## src/rtl/mem_bus_arbiter_if.sv

```systemverilog
// Core-side fetch/data ports and fabric-side bus of the memory arbiter.
// The arbiter takes the slave view; the core and fabric together take the master view.
interface mem_bus_arbiter_if;
    logic        imem_req;
    logic [31:0] imem_addr;
    logic        imem_ready;
    logic [31:0] imem_rdata;
    logic        imem_err;

    logic        dmem_req;
    logic        dmem_we;
    logic [3:0]  dmem_be;
    logic [31:0] dmem_addr;
    logic [31:0] dmem_wdata;
    logic        dmem_ready;
    logic [31:0] dmem_rdata;
    logic        dmem_err;

    logic        bus_req;
    logic        bus_we;
    logic [3:0]  bus_be;
    logic [31:0] bus_addr;
    logic [31:0] bus_wdata;
    logic        bus_gnt;
    logic        bus_rvalid;
    logic [31:0] bus_rdata;
    logic        bus_err;

    logic        arb_busy;

    modport slave (
        input  imem_req, imem_addr,
        output imem_ready, imem_rdata, imem_err,
        input  dmem_req, dmem_we, dmem_be, dmem_addr, dmem_wdata,
        output dmem_ready, dmem_rdata, dmem_err,
        output bus_req, bus_we, bus_be, bus_addr, bus_wdata,
        input  bus_gnt, bus_rvalid, bus_rdata, bus_err,
        output arb_busy
    );

    modport master (
        output imem_req, imem_addr,
        input  imem_ready, imem_rdata, imem_err,
        output dmem_req, dmem_we, dmem_be, dmem_addr, dmem_wdata,
        input  dmem_ready, dmem_rdata, dmem_err,
        input  bus_req, bus_we, bus_be, bus_addr, bus_wdata,
        output bus_gnt, bus_rvalid, bus_rdata, bus_err,
        input  arb_busy
    );
endinterface

```

## src/rtl/mem_bus_arbiter.sv

```systemverilog
// Shares one single-port memory bus between the fetch and data ports,
// one transaction at a time, with starvation guard and response timeout.
module mem_bus_arbiter #(
    parameter int unsigned STARVE_LIMIT = 4,
    parameter int unsigned TIMEOUT      = 255
) (
    input logic              clk,
    input logic              rst,
    mem_bus_arbiter_if.slave bus_if
);

    typedef enum logic [1:0] {
        S_IDLE,
        S_ISSUE,
        S_WAIT,
        S_RESP
    } state_e;

    localparam int unsigned SW = $clog2(STARVE_LIMIT + 1);
    localparam int unsigned TW = (TIMEOUT > 1) ? $clog2(TIMEOUT + 1) : 1;
    localparam logic [SW-1:0] SLIM  = SW'(STARVE_LIMIT);
    localparam logic [TW-1:0] TLAST = (TIMEOUT == 0) ? '0 : TW'(TIMEOUT - 1);

    state_e        state_q, state_d;
    logic          dsel_q, dsel_d;
    logic          we_q, we_d;
    logic [3:0]    be_q, be_d;
    logic [31:0]   addr_q, addr_d;
    logic [31:0]   wdata_q, wdata_d;
    logic          err_q, err_d;
    logic [31:0]   irdata_q, irdata_d;
    logic [31:0]   drdata_q, drdata_d;
    logic [SW-1:0] starve_q, starve_d;
    logic [TW-1:0] timer_q, timer_d;

    logic start;
    logic pick_d;
    logic expire;
    logic take;

    assign start  = bus_if.dmem_req | bus_if.imem_req;
    // dmem wins unless imem has waited out STARVE_LIMIT dmem grants
    assign pick_d = bus_if.dmem_req &
                    ~(bus_if.imem_req & (starve_q == SLIM));
    assign expire = (TIMEOUT != 0) && (timer_q == TLAST);
    assign take   = ((state_q == S_ISSUE) & bus_if.bus_gnt & bus_if.bus_rvalid) |
                    ((state_q == S_WAIT) & bus_if.bus_rvalid);

    always_ff @(posedge clk) begin
        if (rst) begin
            state_q <= S_IDLE;
        end else begin
            state_q <= state_d;
        end
    end

    always_comb begin
        state_d = state_q;
        unique case (state_q)
            S_IDLE: begin
                if (start) begin
                    state_d = S_ISSUE;
                end
            end
            S_ISSUE: begin
                if (take || expire) begin
                    state_d = S_RESP;
                end else if (bus_if.bus_gnt) begin
                    state_d = S_WAIT;
                end
            end
            S_WAIT: begin
                if (take || expire) begin
                    state_d = S_RESP;
                end
            end
            S_RESP: begin
                state_d = S_IDLE;
            end
            default: state_d = S_IDLE;
        endcase
    end

    always_comb begin
        dsel_d   = dsel_q;
        we_d     = we_q;
        be_d     = be_q;
        addr_d   = addr_q;
        wdata_d  = wdata_q;
        err_d    = err_q;
        irdata_d = irdata_q;
        drdata_d = drdata_q;
        starve_d = starve_q;
        timer_d  = timer_q;
        unique case (state_q)
            S_IDLE: begin
                if (start) begin
                    dsel_d  = pick_d;
                    timer_d = '0;
                    err_d   = 1'b0;
                    if (pick_d) begin
                        we_d    = bus_if.dmem_we;
                        be_d    = bus_if.dmem_be;
                        addr_d  = bus_if.dmem_addr;
                        wdata_d = bus_if.dmem_wdata;
                    end else begin
                        we_d    = 1'b0;
                        be_d    = 4'b1111;
                        addr_d  = bus_if.imem_addr;
                        wdata_d = '0;
                    end
                    if (pick_d && bus_if.imem_req) begin
                        starve_d = starve_q + 1'b1;
                    end else begin
                        starve_d = '0;
                    end
                end
            end
            S_ISSUE, S_WAIT: begin
                timer_d = timer_q + 1'b1;
                // a response in the expiry cycle beats the timeout
                if (take) begin
                    err_d = bus_if.bus_err;
                    if (dsel_q) begin
                        drdata_d = bus_if.bus_rdata;
                    end else begin
                        irdata_d = bus_if.bus_rdata;
                    end
                end else if (expire) begin
                    err_d = 1'b1;
                    if (dsel_q) begin
                        drdata_d = '0;
                    end else begin
                        irdata_d = '0;
                    end
                end
            end
            default: ;
        endcase
    end

    always_ff @(posedge clk) begin
        if (rst) begin
            dsel_q   <= 1'b0;
            we_q     <= 1'b0;
            be_q     <= '0;
            addr_q   <= '0;
            wdata_q  <= '0;
            err_q    <= 1'b0;
            irdata_q <= '0;
            drdata_q <= '0;
            starve_q <= '0;
            timer_q  <= '0;
        end else begin
            dsel_q   <= dsel_d;
            we_q     <= we_d;
            be_q     <= be_d;
            addr_q   <= addr_d;
            wdata_q  <= wdata_d;
            err_q    <= err_d;
            irdata_q <= irdata_d;
            drdata_q <= drdata_d;
            starve_q <= starve_d;
            timer_q  <= timer_d;
        end
    end

    always_comb begin
        bus_if.bus_req    = (state_q == S_ISSUE);
        bus_if.bus_we     = we_q;
        bus_if.bus_be     = be_q;
        bus_if.bus_addr   = addr_q;
        bus_if.bus_wdata  = wdata_q;
        bus_if.imem_ready = (state_q == S_RESP) & ~dsel_q;
        bus_if.dmem_ready = (state_q == S_RESP) & dsel_q;
        bus_if.imem_err   = (state_q == S_RESP) & ~dsel_q & err_q;
        bus_if.dmem_err   = (state_q == S_RESP) & dsel_q & err_q;
        bus_if.imem_rdata = irdata_q;
        bus_if.dmem_rdata = drdata_q;
        bus_if.arb_busy   = (state_q != S_IDLE);
    end

endmodule

```

## src/flat_wrapper.sv

```systemverilog
// flat-port wrapper written by rule: the top's interface ports become plain ports
module mem_bus_arbiter_flat 
#(
    parameter int unsigned STARVE_LIMIT = 4,
    parameter int unsigned TIMEOUT      = 255
)
  (clk, rst, bus_if_imem_req, bus_if_imem_addr, bus_if_imem_ready, bus_if_imem_rdata, bus_if_imem_err, bus_if_dmem_req, bus_if_dmem_we, bus_if_dmem_be, bus_if_dmem_addr, bus_if_dmem_wdata, bus_if_dmem_ready, bus_if_dmem_rdata, bus_if_dmem_err, bus_if_bus_req, bus_if_bus_we, bus_if_bus_be, bus_if_bus_addr, bus_if_bus_wdata, bus_if_bus_gnt, bus_if_bus_rvalid, bus_if_bus_rdata, bus_if_bus_err, bus_if_arb_busy);
  mem_bus_arbiter_if bus_if_i ();
  input logic clk;
  input logic rst;
  input wire logic [$bits(bus_if_i.imem_req)-1:0] bus_if_imem_req;
  input wire logic [$bits(bus_if_i.imem_addr)-1:0] bus_if_imem_addr;
  output wire logic [$bits(bus_if_i.imem_ready)-1:0] bus_if_imem_ready;
  output wire logic [$bits(bus_if_i.imem_rdata)-1:0] bus_if_imem_rdata;
  output wire logic [$bits(bus_if_i.imem_err)-1:0] bus_if_imem_err;
  input wire logic [$bits(bus_if_i.dmem_req)-1:0] bus_if_dmem_req;
  input wire logic [$bits(bus_if_i.dmem_we)-1:0] bus_if_dmem_we;
  input wire logic [$bits(bus_if_i.dmem_be)-1:0] bus_if_dmem_be;
  input wire logic [$bits(bus_if_i.dmem_addr)-1:0] bus_if_dmem_addr;
  input wire logic [$bits(bus_if_i.dmem_wdata)-1:0] bus_if_dmem_wdata;
  output wire logic [$bits(bus_if_i.dmem_ready)-1:0] bus_if_dmem_ready;
  output wire logic [$bits(bus_if_i.dmem_rdata)-1:0] bus_if_dmem_rdata;
  output wire logic [$bits(bus_if_i.dmem_err)-1:0] bus_if_dmem_err;
  output wire logic [$bits(bus_if_i.bus_req)-1:0] bus_if_bus_req;
  output wire logic [$bits(bus_if_i.bus_we)-1:0] bus_if_bus_we;
  output wire logic [$bits(bus_if_i.bus_be)-1:0] bus_if_bus_be;
  output wire logic [$bits(bus_if_i.bus_addr)-1:0] bus_if_bus_addr;
  output wire logic [$bits(bus_if_i.bus_wdata)-1:0] bus_if_bus_wdata;
  input wire logic [$bits(bus_if_i.bus_gnt)-1:0] bus_if_bus_gnt;
  input wire logic [$bits(bus_if_i.bus_rvalid)-1:0] bus_if_bus_rvalid;
  input wire logic [$bits(bus_if_i.bus_rdata)-1:0] bus_if_bus_rdata;
  input wire logic [$bits(bus_if_i.bus_err)-1:0] bus_if_bus_err;
  output wire logic [$bits(bus_if_i.arb_busy)-1:0] bus_if_arb_busy;
  assign bus_if_i.imem_req = bus_if_imem_req;
  assign bus_if_i.imem_addr = bus_if_imem_addr;
  assign bus_if_imem_ready = bus_if_i.imem_ready;
  assign bus_if_imem_rdata = bus_if_i.imem_rdata;
  assign bus_if_imem_err = bus_if_i.imem_err;
  assign bus_if_i.dmem_req = bus_if_dmem_req;
  assign bus_if_i.dmem_we = bus_if_dmem_we;
  assign bus_if_i.dmem_be = bus_if_dmem_be;
  assign bus_if_i.dmem_addr = bus_if_dmem_addr;
  assign bus_if_i.dmem_wdata = bus_if_dmem_wdata;
  assign bus_if_dmem_ready = bus_if_i.dmem_ready;
  assign bus_if_dmem_rdata = bus_if_i.dmem_rdata;
  assign bus_if_dmem_err = bus_if_i.dmem_err;
  assign bus_if_bus_req = bus_if_i.bus_req;
  assign bus_if_bus_we = bus_if_i.bus_we;
  assign bus_if_bus_be = bus_if_i.bus_be;
  assign bus_if_bus_addr = bus_if_i.bus_addr;
  assign bus_if_bus_wdata = bus_if_i.bus_wdata;
  assign bus_if_i.bus_gnt = bus_if_bus_gnt;
  assign bus_if_i.bus_rvalid = bus_if_bus_rvalid;
  assign bus_if_i.bus_rdata = bus_if_bus_rdata;
  assign bus_if_i.bus_err = bus_if_bus_err;
  assign bus_if_arb_busy = bus_if_i.arb_busy;
  mem_bus_arbiter #(.STARVE_LIMIT(STARVE_LIMIT), .TIMEOUT(TIMEOUT)) u_core (.clk(clk), .rst(rst), .bus_if(bus_if_i));
endmodule
```

## config.mk

```make
export PLATFORM = sky130hd
export DESIGN_NAME = mem_bus_arbiter_flat
export DESIGN_NICKNAME = d
export VERILOG_FILES = /design/src/rtl/mem_bus_arbiter_if.sv /design/src/rtl/mem_bus_arbiter.sv /design/src/flat_wrapper.sv
export SDC_FILE = /design/constraint.sdc
export NUM_CORES = 1
export LEC_CHECK = 0
export BUFFER_PORTS_ARGS = -buffer_cell sky130_fd_sc_hd__buf_2
export CELL_PAD_IN_SITES_DETAIL_PLACEMENT = 0
export CELL_PAD_IN_SITES_GLOBAL_PLACEMENT = 2
export CORE_AREA = 2 2 150 152
export DETAILED_ROUTE_END_ITERATION = 12
export DIE_AREA = 0 0 152 154
export HOLD_SLACK_MARGIN = 0.06
export PLACE_DENSITY = 0.91
export SKIP_LAST_GASP = 1
export SYNTH_ARGS = -nofsm -noshare
export SYNTH_HDL_FRONTEND = slang
export SYNTH_SLANG_ARGS = --single-unit
```

## constraint.sdc

```tcl
create_clock -name clk -period 4.9 [get_ports clk]
set_input_delay 0 -clock clk [delete_from_list [all_inputs] [get_ports clk]]
set_output_delay 0 -clock clk [all_outputs]
set_load 0.005 [all_outputs]
```

==> impl_metrics.yaml <==
run_status:
  status: "finished, final reports clean"
run:
  maxCapViolations: 0
die:
  initial_core_util_pct: 27.8
  fp.dieH_um: 154
  die_w_um: 152
  dieArea_sq_um: 23400
  coreArea_sq_um: 21700
  placementRows: 54
  io_pins: 279
clock_network:
  cts_setup_buffers: 0
  cts_resized: 0
  cts_root_buffer: "clkbuf_16"
  cts.sinks: 148
  tritoncts: "done"
  worst_skew_pair.late_latency_ns: 0.42
  holdBufCountCts: 137
  htreeDepth: 4
  clkTransAtPathRegs_ns: 0.07
  cts_buffer_depth: 2
  numCtsBuffers: 17
timing:
  relSlewSlack_pct: 32.3
  hold_violations: 0
  period_minus_slack_ns: 2.90
  fin_skew_ns: 0.0100
  finalWorstSetupSlack_ns: 2.00
  setup-tns-final_ns: 0
  worst_slew_pin_slew_ns: 1.01
  fmax_mhz: 344
  rsz0062_at_grt: "false"
  finalMaxSlewViolations: 0
  setup_viol: 0
  period_share_pct: 59.3
detailed_routing:
  wl_per_cell_um: 14.4
  num_vias: 6061
  drc_errors: 0
  vias_per_cell: 4.49
  ant_nets: 0
  wirelength_um: 19500
  drt_iter0_drc: 265
  first_pass_iters: 6
synth:
  yosys-top-cells-area: "dfxtp_1, mux2i_1, nand2_1, nor2_1, a311oi_1"
  synth_edf_count: 0
  yosysSeqAreaShare_pct: 49.1
  async_flop_share_pct: 0
  synth.largest_area_cell: "dfxtp_1"
  synth_top_area_share_pct: 49.1
  yosysWarnings: 0
  yosysUniqueCellTypes: 41
  netlist_instances: 662
  syn_area_per_cell_sq_um: 9.12
  synth_fp_nets: 812
  synth_ff_type: "dfxtp_1"
  ys_ff_latch: 148
  syn_area_sq_um: 6030
power_and_ir_drop:
  leakage_uw: 0.00475
  peakVddDrop_mv: 0.206
  cellPowerDensity_nw_per_um2: 415
  total_power_uw: 3950
layout:
  final_cell_mix: "buf_2, nand2_1, dfxtp_1, dlygate4sd3_1, nor2_1"
  stdcell_count: 1351
  area_growth_pct: 57.9
  final_common_cell: "buf_2"
  layout.nets: 1207
  fill_cells: 2139
  final_layout_size_suffix_gt1_share_pct: 31.4
worst_setup_path:
  critPathBufInv: 4
  crit_arrival_ns: 3.26
  cpMostUsedCell: "inv_1"
  required_ns: 5.25
  crit_type: "flip-flop to flip-flop"
  cp_top_family: "buffers and inverters"
  r2r-end: "u_core.bus_if.bus_addr[5]"
  cp-end-kind: "flip-flop"
  r2r_cells: 8
  worstReg2RegStart: "u_core.state_q[0]"
  crit_path_max_incr_delay_ns: 0.60
  path_cells: "inv_1, ha_1, inv_1, nor2_4, buf_4, nor2_1, a311oi_1, dlygate4sd3_1"
  r2r_setup_slack_ns: 2.00
  startpoint_type: "flip-flop"
  crit_fanout: 46
  cp_slowest_cell: "dlygate4sd3_1"
min_path:
  timing.hold.worst_endpoint: "u_core.state_q[0]"
  hold_path_depth: 4
  min-delay-start: "bus_if_dmem_req"
  hp-class: "input port to flip-flop"
placed_design:
  place_congestion: 0.760
  dp_hpwl_um: 12800
  dp_cells: 1181
  port_buffers: 278
  post-place-ws_ns: 2.57
global_routing:
  grtUsageTotal_pct: 16.5
  grt_first_pass_wirelength_um: 31400
  grt-ovfl-total: 0
  grt_pass1_vias: 6137
  grt_max_degree: 63
  antenna_found_initial: 1
[where the power goes]
part / switching [uW] / internal (uW) / total [uW]
combinational: 614 / 549 / 1160
clock: 587 / 724 / 1310
sequential: 104 / 1370 / 1480
total: 1310 / 2650 / 3950
[flip-flops by register name, indices dropped and copies added, names as in the netlist, 2 cells and up]
register	count
u_core.bus_if.bus_addr	32
u_core.bus_if.bus_be	4
u_core.bus_if.bus_wdata	32
u_core.bus_if.dmem_rdata	32
u_core.bus_if.imem_rdata	32
u_core.starve_q	3
u_core.state_q	2
u_core.timer_q	8
[Yosys cell counts (3+ instances only)]
cell	number
dfxtp_1	148
xnor2_1	7
nand4_1	4
a21oi_1	8
nand3_1	3
nor2_1	76
a22oi_1	33
buf_2	19
mux2i_1	65
nor3_1	3
buf_6	10
ha_1	10
nor2b_1	3
inv_1	12
a311oi_1	32
clkbuf_1	17
o21ai_0	6
and2_1	4
nand2_1	169
[worst max path at each step]
stage	from	end	cells past startpoint
after detailed placement	u_core.state_q[0]	u_core.timer_q[1]	5
after floorplan	u_core.state_q[0]	u_core.timer_q[1]	4
after CTS	u_core.state_q[0]	u_core.bus_if.bus_addr[31]	8
final	u_core.state_q[0]	u_core.bus_if.bus_addr[5]	8
after global routing	u_core.state_q[0]	u_core.bus_if.bus_addr[5]	8
after global placement	u_core.state_q[0]	u_core.timer_q[1]	5
[kinds of logic after synthesis]
group,Yosys count,synth area share (%)
mux,65,10.8
flops,148,49.1
simple gates,281,19.7
compound gates,90,11.8
xor+xnor,7,1.02
fa+ha+maj,10,2.07
buf+inv,61,5.56
[routing by layer]
layer | vias to the layer above | global-route usage [%] | part of all wire [%] | wire, um
li1 | 3053 | - | - | -
met5 | - | 0 | 0 | 0
met2 | 225 | 27.5 | 47 | 9110
met1 | 2771 | 20.2 | 45 | 8740
met3 | 12 | 5.98 | 7.3 | 1430
met4 | 0 | 4.27 | 1.1 | 219
[worst min-delay path, stage by stage]
cell     delay [ns]
buf_2          0.15
nor3b_2        0.15
nand2_1        0.10
a31oi_1        0.08
[final cells by class]
cell class / count / area [sq um] / share of cell area, %
diodes: 1 / 2.50 / 0.0263
repair buffers: 424 / 2830 / 29.7
clock buffers: 17 / 425 / 4.46
well taps: 280 / 350 / 3.68
flip-flops and latches: 148 / 2960 / 31.1
inverters: 13 / 48.8 / 0.512
clock inverters: 15 / 158 / 1.65
multi-input cells: 453 / 2750 / 28.9
[through the flow]
step                      utilization [%]  cell area [sq um]  hold slack, ns
after floorplan                         -               6030           0.128
after global routing                 43.9               9530           0.133
after detailed placement             34.9               7570           0.254
after global placement               34.9               7570           0.247
final                                43.9               9530           0.116
after CTS                            43.9               9530          0.0827
No activity file was read; power rests on OpenSTA's default activity.
